## config.mk

```make
export PLATFORM = sky130hd
export DESIGN_NAME = mandelbrot_lane_dispatcher
export DESIGN_NICKNAME = d
export VERILOG_FILES = /design/src/rtl/mandelbrot_lane_dispatcher.sv
export SDC_FILE = /design/constraint.sdc
export NUM_CORES = 1
export LEC_CHECK = 0
export ABC_CLOCK_PERIOD_IN_PS = 11420
export BUFFER_PORTS_ARGS = -buffer_cell sky130_fd_sc_hd__buf_2
export CORE_MARGIN = 10
export CORE_UTILIZATION = 45
export CTS_CLUSTER_DIAMETER = 200
export CTS_CLUSTER_SIZE = 12
export DETAILED_ROUTE_END_ITERATION = 16
export PLACE_DENSITY = 0.69
export SYNTH_ARGS = -nofsm -noshare
export SYNTH_HDL_FRONTEND = slang
export SYNTH_SLANG_ARGS = --single-unit
export TNS_END_PERCENT = 5
```

## constraint.sdc

```tcl
create_clock -name CLK -period 11.42 [get_ports CLK]
set_input_delay 1.713 -clock CLK [delete_from_list [all_inputs] [get_ports CLK]]
set_output_delay 1.713 -clock CLK [all_outputs]
set_load 0.1 [all_outputs]
```

## src/rtl/mandelbrot_lane_dispatcher.sv

```systemverilog
// Raster-order frame scheduler: dispatches pixel batches to LANES point generators and streams
// captured iteration counts through a registered FIFO. Define MANDEL_DISPATCH_STATS_EN for stat_cycles.
module mandelbrot_lane_dispatcher #(
    parameter int LANES      = 4,
    parameter int IW         = 16,
    parameter int XW         = 11,
    parameter int YW         = 11,
    parameter int FIFO_DEPTH = 16
) (
    input  logic                CLK,
    input  logic                reset,
    input  logic                frame_start,
    input  logic                frame_abort,
    input  logic [XW-1:0]       x_size,
    input  logic [YW-1:0]       y_size,
    output logic                busy,
    output logic                gen_start,
    output logic [LANES*XW-1:0] gen_x,
    output logic [LANES*YW-1:0] gen_y,
    output logic [LANES-1:0]    gen_valid,
    input  logic [LANES-1:0]    gen_done,
    input  logic [LANES*IW-1:0] gen_iter,
    output logic                out_valid,
    input  logic                out_ready,
    output logic [IW-1:0]       out_data,
    output logic [XW-1:0]       out_x,
    output logic [YW-1:0]       out_y,
    output logic                out_last,
    output logic                frame_done,
    output logic [31:0]         stat_cycles,
    output logic [1:0]          dbg_state
);
    // out_valid/out_ready: a word transfers on a rising edge where both are high; while
    // out_valid && !out_ready the word and its sidebands (out_x, out_y, out_last) hold.

    localparam int LW = (LANES > 1) ? $clog2(LANES) : 1;
    localparam int AW = $clog2(FIFO_DEPTH);
    localparam int FW = 1 + YW + XW + IW;

    typedef enum logic [1:0] {
        IDLE   = 2'd0,
        LAUNCH = 2'd1,
        WAIT   = 2'd2,
        FLUSH  = 2'd3
    } state_t;

    state_t state, state_nxt;

    logic [XW-1:0]    xs_q;
    logic [YW-1:0]    ys_q;
    logic [XW-1:0]    lane_x     [LANES];
    logic [YW-1:0]    lane_y     [LANES];
    logic [XW:0]      lane_sum   [LANES];
    logic [XW-1:0]    lane_x_nxt [LANES];
    logic [YW-1:0]    lane_y_nxt [LANES];
    logic [LANES-1:0] lane_vld, lane_ok;

    logic [IW-1:0]    bank_data [LANES];
    logic [XW-1:0]    bank_x    [LANES];
    logic [YW-1:0]    bank_y    [LANES];
    logic [LANES-1:0] bank_vld;

    logic start_accept, capture, last_batch, bank_empty;
    logic sel_found, push, pop, fifo_full, fifo_empty;
    logic [LW-1:0] sel_idx;
    logic [FW-1:0] push_word, head;
    logic [FW-1:0] fifo_mem [FIFO_DEPTH];
    logic [AW-1:0] wr_ptr, rd_ptr;
    logic [AW:0]   count;

    always_comb begin
        gen_x = '0;
        gen_y = '0;
        for (int i = 0; i < LANES; i++) begin
            // One subtraction suffices for the wrap because LANES never exceeds the frame width.
            lane_sum[i] = {1'b0, lane_x[i]} + (XW+1)'(LANES);
            if (lane_sum[i] >= {1'b0, xs_q}) begin
                lane_x_nxt[i] = XW'(lane_sum[i] - {1'b0, xs_q});
                lane_y_nxt[i] = lane_y[i] + YW'(1);
            end else begin
                lane_x_nxt[i] = lane_sum[i][XW-1:0];
                lane_y_nxt[i] = lane_y[i];
            end
            lane_vld[i] = (state != IDLE) && (lane_y[i] < ys_q);
            lane_ok[i]  = gen_done[i] | ~lane_vld[i];
            gen_x[i*XW +: XW] = lane_x[i];
            gen_y[i*YW +: YW] = lane_y[i];
        end
    end

    assign gen_valid    = lane_vld;
    assign bank_empty   = ~|bank_vld;
    assign start_accept = (state == IDLE) && frame_start && !frame_abort;
    assign capture      = (state == WAIT) && (&lane_ok) && bank_empty;
    // Lane 0 holds the earliest pixel, so once it steps past the frame the batch just done held the last one.
    assign last_batch   = lane_y_nxt[0] >= ys_q;

    always_comb begin
        state_nxt = state;
        case (state)
            IDLE:    if (start_accept) state_nxt = LAUNCH;
            LAUNCH:  state_nxt = WAIT;
            WAIT:    if (capture) state_nxt = last_batch ? FLUSH : LAUNCH;
            FLUSH:   if (bank_empty && fifo_empty) state_nxt = IDLE;
            default: state_nxt = IDLE;
        endcase
        if (frame_abort) state_nxt = IDLE;
    end

    always_ff @(posedge CLK or posedge reset) begin
        if (reset) state <= IDLE;
        else       state <= state_nxt;
    end

    assign busy      = (state != IDLE);
    assign gen_start = (state == LAUNCH);
    assign dbg_state = state;

    always_ff @(posedge CLK or posedge reset) begin
        if (reset) begin
            xs_q     <= '0;
            ys_q     <= '0;
            bank_vld <= '0;
            for (int i = 0; i < LANES; i++) begin
                lane_x[i]    <= '0;
                lane_y[i]    <= '0;
                bank_data[i] <= '0;
                bank_x[i]    <= '0;
                bank_y[i]    <= '0;
            end
        end else if (frame_abort) begin
            bank_vld <= '0;
        end else begin
            if (start_accept) begin
                xs_q <= x_size;
                ys_q <= y_size;
                for (int i = 0; i < LANES; i++) begin
                    lane_x[i] <= XW'(i);
                    lane_y[i] <= '0;
                end
            end else if (capture) begin
                bank_vld <= lane_vld;
                for (int i = 0; i < LANES; i++) begin
                    bank_data[i] <= gen_iter[i*IW +: IW];
                    bank_x[i]    <= lane_x[i];
                    bank_y[i]    <= lane_y[i];
                    lane_x[i]    <= lane_x_nxt[i];
                    lane_y[i]    <= lane_y_nxt[i];
                end
            end
            if (push) bank_vld[sel_idx] <= 1'b0;
        end
    end

    // Serializer: lowest-numbered occupied bank slot goes first, keeping raster order.
    always_comb begin
        sel_found = 1'b0;
        sel_idx   = '0;
        for (int i = LANES - 1; i >= 0; i--) begin
            if (bank_vld[i]) begin
                sel_found = 1'b1;
                sel_idx   = LW'(i);
            end
        end
    end

    assign fifo_empty = (count == '0);
    assign fifo_full  = (count == (AW+1)'(FIFO_DEPTH));
    assign push       = sel_found && !fifo_full;
    assign pop        = out_valid && out_ready;
    assign push_word  = {(bank_x[sel_idx] == xs_q - XW'(1)) && (bank_y[sel_idx] == ys_q - YW'(1)),
                         bank_y[sel_idx], bank_x[sel_idx], bank_data[sel_idx]};

    always_ff @(posedge CLK or posedge reset) begin
        if (reset) begin
            wr_ptr     <= '0;
            rd_ptr     <= '0;
            count      <= '0;
            frame_done <= 1'b0;
        end else if (frame_abort) begin
            wr_ptr     <= '0;
            rd_ptr     <= '0;
            count      <= '0;
            frame_done <= 1'b0;
        end else begin
            if (push) wr_ptr <= wr_ptr + AW'(1);
            if (pop)  rd_ptr <= rd_ptr + AW'(1);
            case ({push, pop})
                2'b10:   count <= count + (AW+1)'(1);
                2'b01:   count <= count - (AW+1)'(1);
                default: count <= count;
            endcase
            frame_done <= pop && head[FW-1];
        end
    end

    always_ff @(posedge CLK) begin
        if (push) fifo_mem[wr_ptr] <= push_word;
    end

    assign head      = fifo_mem[rd_ptr];
    assign out_valid = !fifo_empty;
    assign out_data  = out_valid ? head[IW-1:0] : '0;
    assign out_x     = out_valid ? head[IW +: XW] : '0;
    assign out_y     = out_valid ? head[IW+XW +: YW] : '0;
    assign out_last  = out_valid && head[FW-1];

`ifdef MANDEL_DISPATCH_STATS_EN
    logic [31:0] stat_q;
    logic        stat_run;

    // Counts the accepting cycle through the frame_done cycle; frozen by abort, saturating.
    always_ff @(posedge CLK or posedge reset) begin
        if (reset) begin
            stat_q   <= '0;
            stat_run <= 1'b0;
        end else if (start_accept) begin
            stat_q   <= 32'd1;
            stat_run <= 1'b1;
        end else if (frame_abort) begin
            stat_run <= 1'b0;
        end else if (stat_run) begin
            if (stat_q != '1) stat_q <= stat_q + 32'd1;
            if (frame_done) stat_run <= 1'b0;
        end
    end

    assign stat_cycles = stat_q;
`else
    assign stat_cycles = 32'd0;
`endif

endmodule

```

* Word level (Yosys, flattened, before mapping)
Memory sizes are Yosys's and may differ from the RTL's.
Index checks and enable logic that the tools add are counted.
** Word-level totals
- Bits in registers :: 282
- Bits in latches :: 0
- RAM bits :: 624
- ROM bits :: 0
- Output and inout port bits :: 169
- Memories :: 1
** Memory list
- fifo_mem :: words 16, width 39, rd ports 1, clocked after Yosys merged registers in 0, write ports 1, line 67 : logic [FW-1:0] fifo_mem [FIFO_DEPTH];
** Cells by class
- Add/subtract/negate cells :: 18
- Multiply operators :: 0
- Divide/modulo/power cells :: 0
- $lt $le $gt $ge :: 12
- Equality and inequality tests :: 11
- Shifts and indexed selects :: 0
- Mux-type cells :: 54
- Bitwise operators :: 13
- Reductions and logical operators :: 38
** Operator list (number)
- $mux W44 :: 4
- $mux W11 :: 14
- $add A11 B3 Y12 const B :: 4
- $ge A12 B11 Y1 :: 4
- $mux W16 :: 3
- $add A11 B1 Y11 const B :: 4
- $bmux W11 S2 :: 2
- $lt A11 B11 Y1 :: 4
- $sub A11 B11 Y11 :: 4
- $mux W4 :: 9
- $bmux W16 S2 :: 1
- $eq A11 B11 Y1 :: 2
- $sub A11 B1 Y11 const B :: 2
- $mux W2 :: 9
- $logic_and A1 B1 Y1 :: 15
- $reduce_and A3 Y1 :: 5
- $reduce_bool A2 Y1 :: 7
- $ge A11 B11 Y1 :: 1
- $pmux W5 S2 :: 1
- $ne A3 B3 Y1 const B :: 3
- $add A4 B1 Y4 const B :: 2
- $mux W1 :: 8
- $pmux W2 S4 :: 1
- $eq A2 B2 Y1 const B :: 3
- other kinds (21) :: 34

* Longest topological paths before layout
- Depth in word-level cells :: 13
- Depth in mapped cells :: 24

* Worst setup path before layout
Ideal clock, no wire load.
- Path type :: flip-flop to output port
- Start point :: register lane_y (netlist bit gen_y[35])
- End point :: output gen_valid[3]
- Data arrival time :: 4.423 ns
- Slack :: 5.284 ns
- Cell stages (with the launch flop) :: 7
- Cells stage by stage :: dfrtp_1 -> ha_1 -> a211o_1 -> a31oi_1 -> o31ai_1 -> o221ai_1 -> nor3b_1
** On the way
- Longest elaborated chain between the ends :: 2
** RTL lines
- from (decl) :: line 52 : logic [YW-1:0] lane_y [LANES];
- from (signal, indexed assignment) :: line 148 : lane_y[i] <= lane_y_nxt[i];
- $lt A11 B11 Y1 :: line 84 : lane_vld[i] = (state != IDLE) && (lane_y[i] < ys_q);
- $logic_and A1 B1 Y1 :: line 84
- to (decl) :: line 20 : output logic [LANES-1:0] gen_valid,
Every way passes these cells.

* Final worst setup path
- Start point :: register rd_ptr[1]
- End point :: output out_y[5]
** On the way
- Longest elaborated chain between the ends :: 2
** RTL lines
- from (decl) :: line 68 : logic [AW-1:0] wr_ptr, rd_ptr;
- from (signal assigned) :: line 187 : if (pop) rd_ptr <= rd_ptr + AW'(1);
- $mem_v2 Z16 W39
- $mux W11 :: line 205 : assign out_y = out_valid ? head[IW+XW +: YW] : '0;
- to (decl) :: line 27 : output logic [YW-1:0] out_y,
Every way passes these cells.

==> reports/qor.yml <==
status: "finished clean"
fin_nets: 3544
yosys_warnings: 0
first_pass_iters: 6
clk_pin_slew_worst_paths_ps: 60
h-tree-depth: 3
antenna_found_initial: 5
dp_hpwl_mm: 68.9
yosysTopAreaCell: "edfxtp_1"
endpoint_kind: "output pin"
drtIter0Drc: 2622
worst_pin_slew_ps: 1080
grt_pass1_vias: 26300
yosys-top-cells-area: "edfxtp_1, dfrtp_1, mux4_2, nand2_1, ha_1"
die_h_microns: 323
cts_buffers: 85
grt_pass1_wl_mm: 167
timing.fmax_ghz: 0.153
cts_tree: "yes"
rows: 111
grt_max_degree: 210
power_density_nw_per_um2: 203
syn_to_final_growth_pct: 11.2
fin_crit_sh_pct: 57.4
rsz0062_at_grt: "no"
wl_per_cell_microns: 24.6
ctsRootBufferMaster: "clkbuf_16"
start_kind: "flop"
coreArea_sq_um: 91400
clock-sinks: 906
synth_edf_count: 624
die_x_microns: 323
crit_path_max_fanout: 61
vias: 26800
hold_buffers: 0
syn-cell-area_sq_um: 41300
worstPathArrival_ps: 4840
drive_gt1_share_pct: 16.6
remaining_drc_errors: 0
fin_crit_ps: 6560
ys_ff_latch: 906
clk_path_buf_depth: 3
peakVddDrop_v: 0.000121
hold_viol: 0
power.total_mw: 9.35
drtAntennaViolNets: 0
dieArea_sq_um: 104000
timing.hold.ws_ps: 460
cp_data_required_time_ps: 9710
post_cts_resized: 0
clock_skew_ps: 41.2
start_util_pct: 45.2
cap_violations: 0
vias_per_cell: 5.87
grt_usage_pct: 21.2
postSynthAreaPerCell_sq_um: 13.1
yosysUniqueCellTypes: 70
globalplace.congestion: 0.870
synthArstFlopShare_pct: 31.1
ys.flop_type: "edfxtp_1"
synth.top_cell.area_share_pct: 45.3
criticalPathCategory: "reg -> out"
hold_class: "reg -> reg"
synthCells: 3153
io_buffers: 231
setup_viol: 0
cts_setup_buffers: 0
clk_latency_ps: 660
slew_headroom_pct: 27.8
num_io_pins: 264
synth_commonest_cells: "edfxtp_1, nand2_1, dfrtp_1, mux2i_1, a21oi_1"
post-synth-top-count-cell: "edfxtp_1"
wirelength_mm: 112
final_max_slew_viol_count: 0
overflow: 0
synth_seq_area_share_pct: 62.4
p_leak_nw: 17.8
tns_ps: 0
metrics by stage:
step	setup slack [ps]	util [%]	instances	cell area [sq um]
floorplan	1930	-	3184	41500
global placement	5550	47.6	4430	43500
detailed placement	5510	47.6	4430	43500
CTS	4780	50.3	4561	46000
global route	4580	50.3	4562	46000
finish	4860	50.3	4563	46000
layout by cell type (no fill, tap or decap), types with 27 or more instances in the layout:
cell type and instances:
dfrtp_1 278, nand3_1 92, a21o_1 29, mux2i_1 132, mux2_2 41, o221ai_1 39, a211oi_1 52, o21ai_0 119
o31ai_1 28, buf_2 231, clkbuf_16 85, mux4_2 116, nor2_1 71, ha_1 113, buf_4 32, o22ai_1 38
a21oi_1 131, edfxtp_1 624, nand2_1 597, xnor2_1 77, nor3_1 27, inv_1 54, xor2_1 31, clkbuf_1 39
conb_1 32
registers in the layout, summed over array words and instances (netlist names):
register,count
xs_q,11
bank_data,64
dbg_state,2
bank_x,44
count,5
fifo_mem,624
rd_ptr,4
bank_vld,4
gen_x,44
bank_y,44
ys_q,11
wr_ptr,4
gen_y,44
frame_done,1
power breakdown:
part | switching (mW) | internal, mW
Sequential | 0.125 | 3.77
Combinational | 2.09 | 0.764
Clock | 1.21 | 1.38
worst max-delay path, cell delays in order, from the launching register on:
cell and delay, ps:
dfrtp_4 670, buf_4 860, nand2_2 610, buf_4 430, o221ai_1 240, o22ai_1 130
a211oi_1 600, buf_2 550
cell type report:
cell class / count / area [sq um]
fillers: 7800 / 45400
flip-flops and latches: 906 / 25800
multi-input cells: 2019 / 14600
clock buffers: 124 / 2270
well taps: 1186 / 1480
repair buffers: 264 / 1420
inverters: 55 / 214
clock inverters: 7 / 148
diodes: 2 / 5.00
logic make-up after synthesis:
family,count (synthesis),synth area share [%]
fa+ha+maj,118,3.66
other cells,1,0.00907
compound gates,513,7.90
flops,906,62.4
simple gates,959,10.3
xor+xnor,108,2.29
buf+inv,259,2.79
mux,289,10.6
worst paths after layout:
| kind | start | end | slack, ps | depth (start not counted) |
|---|---|---|---|---|
| hold reg to reg | bank_y[5] | bank_y[5] | 460 | 2 |
| max in group asynchronous | reset | bank_data[57] | 8110 | 4 |
| setup / recovery | rd_ptr[1] | out_y[5] | 4860 | 7 |
| setup reg to reg | ys_q[2] | bank_data[62] | 6180 | 12 |
| hold / removal | bank_y[5] | bank_y[5] | 460 | 2 |
| min in group asynchronous | reset | gen_y[35] | 1150 | 2 |
per-layer routing:
layer / wire length [microns] / vias to the layer above / GRT usage [%]
met5: 13 / - / 0
li1: - / 12000 / -
met4: 2940 / 2 / 6.24
met3: 8700 / 167 / 4.58
met2: 54200 / 957 / 34.9
met1: 46200 / 13600 / 28.1
(Power assumes the default switching activity.)
